<file path="config.mk">
export PLATFORM = sky130hd
export DESIGN_NAME = cla_seq_adder
export DESIGN_NICKNAME = d
export VERILOG_FILES = /design/src/rtl/cla_seq_adder.sv
export SDC_FILE = /design/constraint.sdc
export NUM_CORES = 1
export LEC_CHECK = 0
export BUFFER_PORTS_ARGS = -buffer_cell sky130_fd_sc_hd__buf_2
export CAP_MARGIN = 0
export CORE_ASPECT_RATIO = 0.7
export CORE_UTILIZATION = 50
export DETAILED_ROUTE_END_ITERATION = 8
export PLACE_DENSITY = 0.85
export SETUP_SLACK_MARGIN = 0.1
export SYNTH_ARGS = -nofsm -noshare
export SYNTH_HDL_FRONTEND = slang
export SYNTH_SLANG_ARGS = --single-unit
</file>
<file path="constraint.sdc">
create_clock -name clk -period 2.5 [get_ports clk]
set_input_delay 0.375 -clock clk [delete_from_list [all_inputs] [get_ports clk]]
set_output_delay 0.375 -clock clk [all_outputs]
set_load 0.02 [all_outputs]
</file>
<file path="src/rtl/cla_seq_adder.sv">
// Sequential multi-precision adder: one 4-bit CLA slice reused per nibble, LSB nibble first.
// Latency: the start is sampled on an edge; done and sum/cout are valid WIDTH/4+1 edges later.
// Backpressure: none; start is ignored while busy, and there is no queuing of requests.
//
// Ports: clk, rst (async, active-high); start/a/b/cin request inputs captured on an accepted start;
//        busy (nibble steps running), done (one-cycle pulse), sum/cout (registered result).
// Optional: define CLA_SEQ_SUB_EN to add input 'sub' (a - b: B inverted, carry-in forced to 1).
module cla_seq_adder #(
    parameter int WIDTH = 16
) (
    input  logic             clk,
    input  logic             rst,
    input  logic             start,
    input  logic [WIDTH-1:0] a,
    input  logic [WIDTH-1:0] b,
    input  logic             cin,
`ifdef CLA_SEQ_SUB_EN
    input  logic             sub,
`endif
    output logic             busy,
    output logic             done,
    output logic [WIDTH-1:0] sum,
    output logic             cout
);

    localparam int NIB = WIDTH / 4;
    localparam int CW  = (NIB > 1) ? $clog2(NIB) : 1;

    typedef enum logic [1:0] {IDLE, RUN, DONE} state_t;

    state_t           state_q, state_d;
    logic [WIDTH-1:0] a_q, b_q, res_q, res_nxt;
    logic             carry_q;
    logic [CW-1:0]    cnt_q;
    logic             load, last;
    logic [WIDTH-1:0] b_in;
    logic             cin_in;

    // Subtraction is folded into capture so the nibble loop only ever adds.
`ifdef CLA_SEQ_SUB_EN
    assign b_in   = sub ? ~b : b;
    assign cin_in = sub ? 1'b1 : cin;
`else
    assign b_in   = b;
    assign cin_in = cin;
`endif

    // Current nibble of each operand, selected by shifting rather than a variable part-select.
    logic [3:0] na, nb, g, p, ns;
    logic [3:0] c;
    logic       nco;
    logic [7:0] shamt;

    assign shamt = 8'({cnt_q, 2'b00});
    assign na    = 4'(a_q >> shamt);
    assign nb    = 4'(b_q >> shamt);
    assign last  = (cnt_q == CW'(NIB - 1));

    // 4-bit carry-lookahead slice.
    always_comb begin
        g    = na & nb;
        p    = na ^ nb;
        c[0] = carry_q;
        c[1] = g[0] | (p[0] & carry_q);
        c[2] = g[1] | (p[1] & g[0]) | (p[1] & p[0] & carry_q);
        c[3] = g[2] | (p[2] & g[1]) | (p[2] & p[1] & g[0]) | (p[2] & p[1] & p[0] & carry_q);
        nco  = g[3] | (p[3] & g[2]) | (p[3] & p[2] & g[1]) | (p[3] & p[2] & p[1] & g[0])
             | (p[3] & p[2] & p[1] & p[0] & carry_q);
        ns   = p ^ c;
    end

    // Result with the current nibble slot replaced by the slice sum.
    assign res_nxt = (res_q & ~(WIDTH'(4'hF) << shamt)) | (WIDTH'(ns) << shamt);

    // Next-state logic; load marks an accepted start (IDLE, or DONE for back-to-back).
    always_comb begin
        state_d = state_q;
        load    = 1'b0;
        unique case (state_q)
            IDLE: begin
                if (start) begin
                    load    = 1'b1;
                    state_d = RUN;
                end
            end
            RUN: begin
                if (last) state_d = DONE;
            end
            DONE: begin
                if (start) begin
                    load    = 1'b1;
                    state_d = RUN;
                end else begin
                    state_d = IDLE;
                end
            end
            default: state_d = IDLE;
        endcase
    end

    // State plus busy/done flops, so the status outputs come straight from registers.
    always_ff @(posedge clk or posedge rst) begin
        if (rst) begin
            state_q <= IDLE;
            busy    <= 1'b0;
            done    <= 1'b0;
        end else begin
            state_q <= state_d;
            busy    <= (state_d == RUN);
            done    <= (state_d == DONE);
        end
    end

    // Datapath. sum/cout load only on the final nibble so partial results never show.
    always_ff @(posedge clk or posedge rst) begin
        if (rst) begin
            a_q     <= '0;
            b_q     <= '0;
            res_q   <= '0;
            carry_q <= 1'b0;
            cnt_q   <= '0;
            sum     <= '0;
            cout    <= 1'b0;
        end else if (load) begin
            a_q     <= a;
            b_q     <= b_in;
            carry_q <= cin_in;
            cnt_q   <= '0;
        end else if (state_q == RUN) begin
            res_q   <= res_nxt;
            carry_q <= nco;
            cnt_q   <= cnt_q + CW'(1);
            if (last) begin
                sum  <= res_nxt;
                cout <= nco;
            end
        end
    end

endmodule

</file>
# ---- Yosys cells after proc, flatten, opt, wreduce, memory -nomap -nowiden
# Cells that the tools add are included.
dict set report classes {
  add_sub_neg 1
  n_eq_ne 5
  shifts 4
  n_mux 10
  bitwise 33
  n_reduce_logical 5
}
# operator n
set op_table {}
lappend op_table {{right shift 16 x 4 -> 4 bit} 2}
lappend op_table {{AND 1 bit} 16}
lappend op_table {{AND 16 bit} 1}
lappend op_table {{inverter 16 bit} 1}
lappend op_table {{bitwise OR 16 bit} 1}
lappend op_table {{left shift 4 x 4 -> 16 bit} 1}
lappend op_table {{left shift 4 x 4 -> 16 bit, first input constant} 1}
lappend op_table {{bitwise OR 1 bit} 10}
lappend op_table {{2-to-1 mux 2 bit} 4}
lappend op_table {{XOR 4 bit} 2}
lappend op_table {{== test 2 bit, second input constant} 3}
lappend op_table {{one-hot mux 2 bit (3 select lines)} 1}
lappend op_table {{2-to-1 mux 1 bit} 5}
lappend op_table {{AND 4 bit} 1}
lappend op_table {{== test 2 x 1 -> 1 bit, second input constant} 2}
lappend op_table {{AND reduction 3 bit} 1}
lappend op_table {{adder 2 x 1 -> 2 bit, second input constant} 1}
lappend op_table {{zero test 2 bit} 1}
lappend op_table {{AND reduction 2 bit} 1}
lappend op_table {{nonzero test 2 bit} 1}
lappend op_table {{OR reduction 2 bit} 1}
lappend op_table {{inverter 1 bit} 1}
dict set report word_totals {
  reg_bits 72
  input_bits 36
  out_inout_bits 19
  elab_cells 68
}

# ---- Depth between registers and ports, before layout
dict set report logic_depth {
  word_depth 9
  depth_mapped 9
  ltp_nobuf 6
}

# ---- Least setup slack after synthesis
# No wires, ideal clock.
dict set report synth_timing {
  path_kind {flip-flop to flip-flop}
  startpoint {reg cnt_q[0]}
  endpoint {reg sum[14]}
  setup_ns 0.120
  arrival_ns 2.379
  required_time_ns 2.380
  setup_slack_ns 0.001
  stages_incl_launch_ff 9
  n_path_buf 2
  period_less_slack_ns 2.499
  path_cell_list {dfrtp_1 > buf_4 > buf_2 > mux4_2 > ha_1 > a21o_1 > a21oi_4 > xnor2_1 > a41o_1}
}
dict set report synth_between {
  elab_chain_len 8
  elab_cells_between_ends 17
  classes_between {eq/ne (1); shift (4); bitwise (11); reduce/logical (1)}
}
# element line_no
set synth_rtl {}
lappend synth_rtl {{start: declaration} 34} ;# logic [CW-1:0] cnt_q;
lappend synth_rtl {{start signal: assignment} 132} ;# cnt_q <= cnt_q + CW'(1);
lappend synth_rtl {{right shift 16 x 4 -> 4 bit (on tied branches)} {55, 56}}
lappend synth_rtl {{XOR 4 bit or AND 4 bit (tied branches)} {62, 61}}
lappend synth_rtl {{AND 1 bit} 65} ;# c[2] = g[1] | (p[1] & g[0]) | (p[1] & p[0] & carry_q);
lappend synth_rtl {{bitwise OR 1 bit or AND 1 bit (tied branches)} 65}
lappend synth_rtl {{bitwise OR 1 bit} 65}
lappend synth_rtl {{XOR 4 bit} 69} ;# ns = p ^ c;
lappend synth_rtl {{left shift 4 x 4 -> 16 bit} 73} ;# assign res_nxt = (res_q & ~(WIDTH'(4'hF) << shamt)) | (WIDTH'(ns) << shamt);
lappend synth_rtl {{bitwise OR 16 bit} 73}
lappend synth_rtl {{end signal: assignment} 134} ;# sum <= res_nxt;
lappend synth_rtl {{end: declaration} 22} ;# output logic [WIDTH-1:0] sum,
# Parallel ways exist; a longest one is shown, timed or not.
# A chain may end at the register's enable or synchronous reset.

# ---- Final worst setup path
dict set report layout_timing {
  startpoint {reg cnt_q[0]}
  endpoint {reg sum[1]}
}
dict set report layout_between {
  elab_chain_len 7
  elab_cells_between_ends 14
  classes_between {eq/ne (1); shift (4); bitwise (8); reduce/logical (1)}
}
# element line_no
set layout_rtl {}
lappend layout_rtl {{right shift 16 x 4 -> 4 bit (on tied branches)} {55, 56}}
lappend layout_rtl {{XOR 4 bit} 62} ;# p = na ^ nb;
lappend layout_rtl {{AND 1 bit} 64} ;# c[1] = g[0] | (p[0] & carry_q);
lappend layout_rtl {{bitwise OR 1 bit} 64}
lappend layout_rtl {{XOR 4 bit} 69}
lappend layout_rtl {{left shift 4 x 4 -> 16 bit} 73}
lappend layout_rtl {{bitwise OR 16 bit} 73}
# Parallel ways exist; a longest one is shown, timed or not.

==> results.cfg <==
[run_status]
status = complete, no violations

[critical_path]
critPathLaunchType = register
worstPathArrival_ns = 2.57
worstPathMaxFanout = 7
crit_type = register to register
required_ns = 2.73
end_kind = register

[route]
vias = 2543
wl_per_cell_um = 16.8
drtPass1Iterations = 5
drc = 0
routed_via_density = 5.64
drtIter0Drc = 281
ant_nets = 0
wl_um = 7590

[yosys]
syn_area_um2 = 3160
netlist-cell-type-count = 36
synth_compound_area_frac = 0.106
synth-adder-area-share = 0.0420
synth_nets = 360
synth_seq_area_share = 0.539
synth_mux_area_frac = 0.0571
synth-seq-cells = 68
yosysWarnings = 0
syn_inst = 314
synthSimpleGateAreaFrac = 0.204
syn_avg_cell_area_um2 = 10.1
synth_xor_area_frac = 0.0158
synth_top_family_by_area = simple AND/OR/NAND/NOR gates

[timing]
rsz0062_at_grt = false
tns_ns = 0
worst_pin_slew_ns = 0.708
skew_ns = 0.0108
period_share = 0.937
drv_slew = 0
holdWs_ns = 0.0974
fin_ws_ns = 0.157
max_freq_mhz = 427
hold_viol = 0
finalSetupViolCount = 0
relSlewSlack = 0.524
period_needed_ns = 2.34

[layout]
diodes = 0
final_cell_mix = 110 x nand2_1, 67 x dfrtp_1, 54 x buf_2, 17 x nor2_1
fillers = 462
syn_to_final_growth_pct = 19.8
final_common_cell = nand2_1
nets = 417
layout-drive-gt1-share = 0.279

[global_routing]
grt_pass1_vias = 2393
gr-total-overflow = 0
grt_pass1_wl_um = 12000
grt_start_max_net_pins = 69
antenna_found_initial = 0
track_usage = 0.241

[power_and_ir_drop]
power_mw = 6.41
p_leak_nw = 1.92
ir_drop_mv = 0.697
cellPowerDensity_nw_per_um2 = 1700

[floorplanning]
die_x_um = 97.0
pin_count = 55
row_count = 23
die_y_um = 68.5
initial_utilization = 0.535
dieArea_um2 = 6640
core_um2 = 5900

[place]
portBuffers = 54
pre_cts_ws_ns = 0.0257
gp_congestion = 0.893
dp_hpwl_um = 5210

[min_path]
hp-class = input pin to async pin

[clock_tree]
cts_root_buffer = clkbuf_8
cts-buffers-inserted = 9
clock-sinks = 68
ctsLongestPathBuffers = 2
htreeDepth = 3
cts_tree = done
insertion_delay_ns = 0.34
cts_hold_buf = 0
clk_pin_slew_ns = 0.07

[flow_run]
maxCapViolCount = 0
-- layout make-up --
class	instances	area, um2	share of cell area
sequential	68	1700	0.450
multi-input combinational	219	1400	0.371
timing repair buffer	65	365	0.0966
clock buffer	13	169	0.0446
tap	75	93.8	0.0248
inverter	8	30.0	0.00794
clock inverter	3	20.0	0.00529
-- through the flow --
step            util  cell area, um2  instances
3_5_place_dp   0.598            3530        434
6_report       0.641            3780        451
4_1_cts        0.632            3730        450
3_3_place_gp   0.598            3530        434
5_1_grt        0.641            3780        451
2_1_floorplan      -            3170        314
-- Yosys cell counts, drive strengths merged --
library cell  number  area share
nor2              17       0.020
a21o               1      0.0024
nor3b              6       0.014
or4                2      0.0048
mux4               8       0.057
nor2b              2      0.0040
nand4              3      0.0059
nand3b             1      0.0036
dfrtp             68        0.54
nand2            111        0.13
a211oi             1      0.0024
xor2               2      0.0079
fa                 1      0.0063
o31ai              4      0.0095
inv                8      0.0095
nor3               1      0.0016
buf                7       0.012
clkbuf            12       0.014
nand2b             2      0.0040
and2               1      0.0020
a21oi             10       0.019
xnor2              2      0.0079
ha                 9       0.036
a41o               1      0.0032
a221oi             6       0.017
a22o              12       0.033
nand3              5      0.0079
or4b               1      0.0032
o21ai             10       0.019
-- repair_timing --
action | CTS | global route
pin swaps | 0 | 2
gates resized for setup | 3 | 7
endpoints found under the hold margin | 0 | 0
endpoints found under the setup margin | 13 | 16
setup buffers | 0 | 1
cloned | 0 | 0
-- critical path, stage by stage, from the launching register on --
cell and delay (ns):
dfrtp_2 0.40, buf_4 0.15, mux4_2 0.57, fa_1 0.42, xor2_1 0.17, buf_4 0.17
a221oi_1 0.28, nor2_1 0.06
-- layer usage --
layer / track usage / routed length [um]
met2: 0.344 / 3360
met1: 0.356 / 3440
met3: 0.0655 / 647
met4: 0.0896 / 140
met5: 0 / 0
-- where the power goes --
group / internal, mW / switching (mW)
Combinational: 1.48 / 2.14
Clock: 0.440 / 0.411
Sequential: 1.61 / 0.328
Total: 3.53 / 2.88
-- final timing paths --
check,startpoint,to,slack [ns],depth (start not counted)
hold reg to reg,sum[15]$_DFFE_PP0P_,sum[15]$_DFFE_PP0P_,0.48,2
min in group clk,a[2],a_q[2]$_DFFE_PP0P_,0.22,3
hold / removal,rst,a_q[1]$_DFFE_PP0P_,0.1,3
setup reg to reg,cnt_q[0]$_DFFE_PP0P_,sum[1]$_DFFE_PP0P_,0.16,7
max in group asynchronous,rst,cnt_q[0]$_DFFE_PP0P_,2.11,3
setup / recovery,cnt_q[0]$_DFFE_PP0P_,sum[1]$_DFFE_PP0P_,0.16,7
-- flip-flops by register name, summed over array words and instances, names as in the netlist, 2 cells and up --
register  cells
cnt_q         2
state_q       2
res_q        12
b_q          16
a_q          16
sum          16
-- logic make-up after synthesis --
family,Yosys count
adders and majority gates,10
AOI/OAI and AO/OA,45
DFF,68
buffers and inverters,27
and+or+nand+nor,152
muxes,8
xor gates and xnor gates,4
No activity file was read; power rests on OpenSTA's default activity.
